--- src/rtl/decoder_3to8_if.sv ---
// decoder_3to8_if: select/enable inputs and registered one-hot Out/IDLE outputs of the decoder
interface decoder_3to8_if #(
  parameter int IN_W  = 3,
  parameter int OUT_W = 2 ** IN_W
);
  logic [IN_W-1:0]  In;
  logic             enable;
  logic [OUT_W-1:0] Out;
  logic             IDLE;
  modport master (output In, enable, input Out, IDLE);
  modport slave  (input In, enable, output Out, IDLE);
endinterface

--- src/rtl/decoder_3to8.sv ---
// decoder_3to8: registered one-hot decoder; ports clk, rst (sync, active-high), bus.In/enable in, bus.Out/IDLE out
module decoder_3to8 #(
  parameter int IN_W  = 3,
  parameter int OUT_W = 2 ** IN_W
) (
  input  logic          clk,
  input  logic          rst,
  decoder_3to8_if.slave bus
);
  logic [OUT_W-1:0] out_d, out_q;
  logic             idle_d, idle_q;
  always_comb begin
    out_d  = bus.enable ? {{(OUT_W-1){1'b0}}, 1'b1} << bus.In : '0;
    idle_d = ~bus.enable;
  end
  always_ff @(posedge clk) begin
    out_q  <= rst ? '0 : out_d;
    idle_q <= rst ? 1'b1 : idle_d;
  end
  assign bus.Out  = out_q;
  assign bus.IDLE = idle_q;
endmodule

--- src/flat_wrapper.sv ---
// flat-port wrapper written by rule: the top's interface ports become plain ports
module decoder_3to8_flat 
#(
  parameter int IN_W  = 3,
  parameter int OUT_W = 2 ** IN_W
)
  (clk, rst, bus_In, bus_enable, bus_Out, bus_IDLE);
  decoder_3to8_if #(.IN_W(IN_W), .OUT_W(OUT_W)) bus_i ();
  input  logic clk;
  input  logic rst;
  input wire logic [$bits(bus_i.In)-1:0] bus_In;
  input wire logic [$bits(bus_i.enable)-1:0] bus_enable;
  output wire logic [$bits(bus_i.Out)-1:0] bus_Out;
  output wire logic [$bits(bus_i.IDLE)-1:0] bus_IDLE;
  assign bus_i.In = bus_In;
  assign bus_i.enable = bus_enable;
  assign bus_Out = bus_i.Out;
  assign bus_IDLE = bus_i.IDLE;
  decoder_3to8 #(.IN_W(IN_W), .OUT_W(OUT_W)) u_core (.clk(clk), .rst(rst), .bus(bus_i));
endmodule
--- config.mk ---
export PLATFORM = sky130hd
export DESIGN_NAME = decoder_3to8_flat
export DESIGN_NICKNAME = d
export VERILOG_FILES = /design/src/rtl/decoder_3to8_if.sv /design/src/rtl/decoder_3to8.sv /design/src/flat_wrapper.sv
export SDC_FILE = /design/constraint.sdc
export NUM_CORES = 1
export LEC_CHECK = 0
export BUFFER_PORTS_ARGS = -buffer_cell sky130_fd_sc_hd__buf_4
export CORE_AREA = 2 2 39 41
export DETAILED_ROUTE_END_ITERATION = 10
export DIE_AREA = 0 0 41 43
export GPL_ROUTABILITY_DRIVEN = 0
export GPL_TIMING_DRIVEN = 0
export MAX_ROUTING_LAYER = met4
export PLACE_DENSITY_LB_ADDON = 0.25
export SLEW_MARGIN = 10
export SYNTH_ARGS = -nofsm -noshare
export SYNTH_HDL_FRONTEND = slang
export SYNTH_SLANG_ARGS = --single-unit
--- constraint.sdc ---
create_clock -name clk -period 0.8 [get_ports clk]
set_clock_uncertainty 0.1 [all_clocks]
set_input_delay 0.04 -clock clk [delete_from_list [all_inputs] [get_ports clk]]
set_output_delay 0.04 -clock clk [all_outputs]
set_load 0.02 [all_outputs]
==> results.toml <==
[status]
status = "complete, but fails checks"
violations = "hold timing, setup timing"

[sta]
whs_ps = -132.3
tns_ps = -220.4
setup_viol = 9
tightest_slew_ps = 159.3
min_period_ps = 826.9
finalCritPeriodShare_pct = 103.4
slew_violations = 0
grt_setup_unrepaired = "yes"
hold_viol = 9
maxSlewHeadroom_pct = 89.35
setup_ws_ps = -26.88
fmax_mhz = 1209

[yosys]
synth_area_leaders = "dfxtp_1 70%, nor2_1 8.7%, nand2b_1 7.2%"
synth-seq-area-share_pct = 69.57
netlist_area_um2 = 259.0
yosysTopAreaCell = "dfxtp_1"
async_flop_share_pct = 0
synthTopCellsByCount = "9 x dfxtp_1, 6 x nor2_1, 3 x nand2b_1"
synth_edf_count = 0
avgSynthCellArea_um2 = 11.26
synth_ff_type = "dfxtp_1"
ys_warn_count = 0
yosysUniqueCellTypes = 8
syn-instance-count = 23
yosys.area.top_type_share_pct = 69.57
yosysMostFrequentCell = "dfxtp_1"
synth-seq-cells = 9
syn-num-nets = 29

[finish]
layout-area-overhead-vs-synth_pct = 79.71
design_area_um2 = 465.4
nets = 49
seqCellArea_um2 = 191.4
fillers = 140
layout-drive-gt1-share_pct = 66.67
multi_input_area_um2 = 78.83
antennaDiodeCount = 0

[clock_tree]
htree_levels = 1
cts_tree = "done"
cts_hold_buffers = 1
clockBufferDepth = 2
cts_sinks = 9
path_clk_slew_ps = 60
cts_buffers = 3
root_buffer = "clkbuf_4"

[setup_path]
path_depth = 1
cp-start-kind = "flip-flop"
crit_fanout = 1
crit_family = "flip-flops"
critPathKind = "flip-flop to output pin"
end_kind = "output pin"
cpMaxStageDelayCell = "dfxtp_2"
crit_buf_inv = 1
worstPathCellList = "buf_6"
max_stage_delay_ps = 310
arrival_ps = 690
crit_required_ps = 660

[placed_design]
hpwl_um = 359
port_buffers = 14
dpl-instance-area_um2 = 384.1

[floorplanning]
initial_core_util_pct = 18.72
ios = 15
die_width_um = 41
die_area_mm2 = 0.001763
rows = 14
coreArea_mm2 = 0.001384
die_y_um = 43

[power]
swShare_pct = 20.87
clkPwrFrac_pct = 38.1
p_leak_nw = 0.1996
power_switching_w = 0.0001840
peakVddDrop_v = 0.0004891
p_int_w = 0.0006974
power.density_mw_per_mm2 = 1894
power_frac_comb_pct = 9.4
p_seq_share_pct = 52.5

[global_route]
grt_pass1_vias = 189
grt_first_pass_wirelength_um = 669
antenna_found_initial = 0
grt_max_degree = 6
grt_usage_pct = 6.502
grt-ovfl-total = 0

[routing]
drc = 0
vias = 213
drt-total-wl_um = 435
via_per_inst = 3.672
dr.pass1.iters = 2
drtIter0Drc = 1
wl_per_cell_um = 7.500
postRouteAntennaNets = 0

[worst_hold_path]
hp-class = "input port to flip-flop"
worstHoldStart = "bus_In[1]"
holdPathStages = 2
min_to = "u_core.bus.Out[0]"

[flow_run]
cap_viol_max_count = 0
==> how the worst max path moves through the flow <==
| stage | slack, ps | startpoint | endpoint |
|---|---|---|---|
| 4_1_cts | -40 | u_core.bus.Out[5] | bus_Out[5] |
| 2_1_floorplan | 100 | bus_In[2] | u_core.bus.Out[0] |
| 3_3_place_gp | -40 | bus_In[2] | u_core.bus.Out[0] |
| 6_report | -30 | u_core.bus.Out[5] | bus_Out[5] |
| 3_5_place_dp | -40 | bus_In[2] | u_core.bus.Out[0] |
| 5_1_grt | -50 | u_core.bus.IDLE | bus_IDLE |
==> registers in the layout, summed over array words and instances, names as in the netlist <==
name,flops
u_core.bus.Out,8
u_core.bus.IDLE,1
==> power by group through the flow <==
stage / Combinational, W / Sequential, W / Clock, W
after floorplan: 0.0000189 / 0.000482 / 0
after global placement: 0.0000735 / 0.000470 / 0
after detailed placement: 0.0000745 / 0.000470 / 0
after CTS: 0.0000839 / 0.000463 / 0.000352
after global routing: 0.0000892 / 0.000463 / 0.000376
final: 0.0000829 / 0.000463 / 0.000335
==> stage by stage <==
step | instances | setup slack (ps) | util (%) | total power (W)
floorplan | 23 | 102.9 | - | 0.0005009
global placement | 53 | -40.73 | 27.76 | 0.0005432
detailed placement | 53 | -41.16 | 27.76 | 0.0005442
CTS | 58 | -35.92 | 33.63 | 0.0008989
global route | 58 | -52.94 | 33.63 | 0.0009288
finish | 58 | -26.88 | 33.63 | 0.0008814
==> cell families (layout without fill, tap and decap cells) <==
family	count (synthesis)	after routing	share of synthesized area [%]
simple gates	14	14	30.43
flops	9	9	69.56
buf+inv	0	19	0
==> layout make-up <==
| class | instances | share of cell area, % |
|---|---|---|
| flip-flops and latches | 9 | 41.13 |
| well taps | 16 | 4.301 |
| repair buffers | 15 | 31.99 |
| multi-input cells | 14 | 16.94 |
| clock buffers | 4 | 5.645 |
==> cell usage in the layout (no fill, tap or decap) <==
cell / netlist / routed
clkbuf_1: 0 / 1
nand3b_1: 1 / 1
nand2b_1: 3 / 3
dlygate4sd3_1: 0 / 1
dfxtp_2: 0 / 9
buf_6: 0 / 9
nand2_1: 1 / 1
nor3_1: 1 / 1
nor3_2: 1 / 1
nor2_1: 6 / 6
buf_4: 0 / 5
or3b_4: 1 / 1
clkbuf_4: 0 / 3
==> layer usage <==
layer,global-route usage [%],share of wire (%),routed length [um]
met2,8.750,49,211
met1,5.519,33,145
met5,-,0,0
met3,3.141,12,54
met4,8.000,5.3,23
==> what timing repair did <==
action	in CTS	in global routing
gates resized for setup	18	0
hold endpoints to repair	9	8
setup buffers	0	0
endpoints found under the setup margin	9	9
Power figures use the tool's default switching activity.
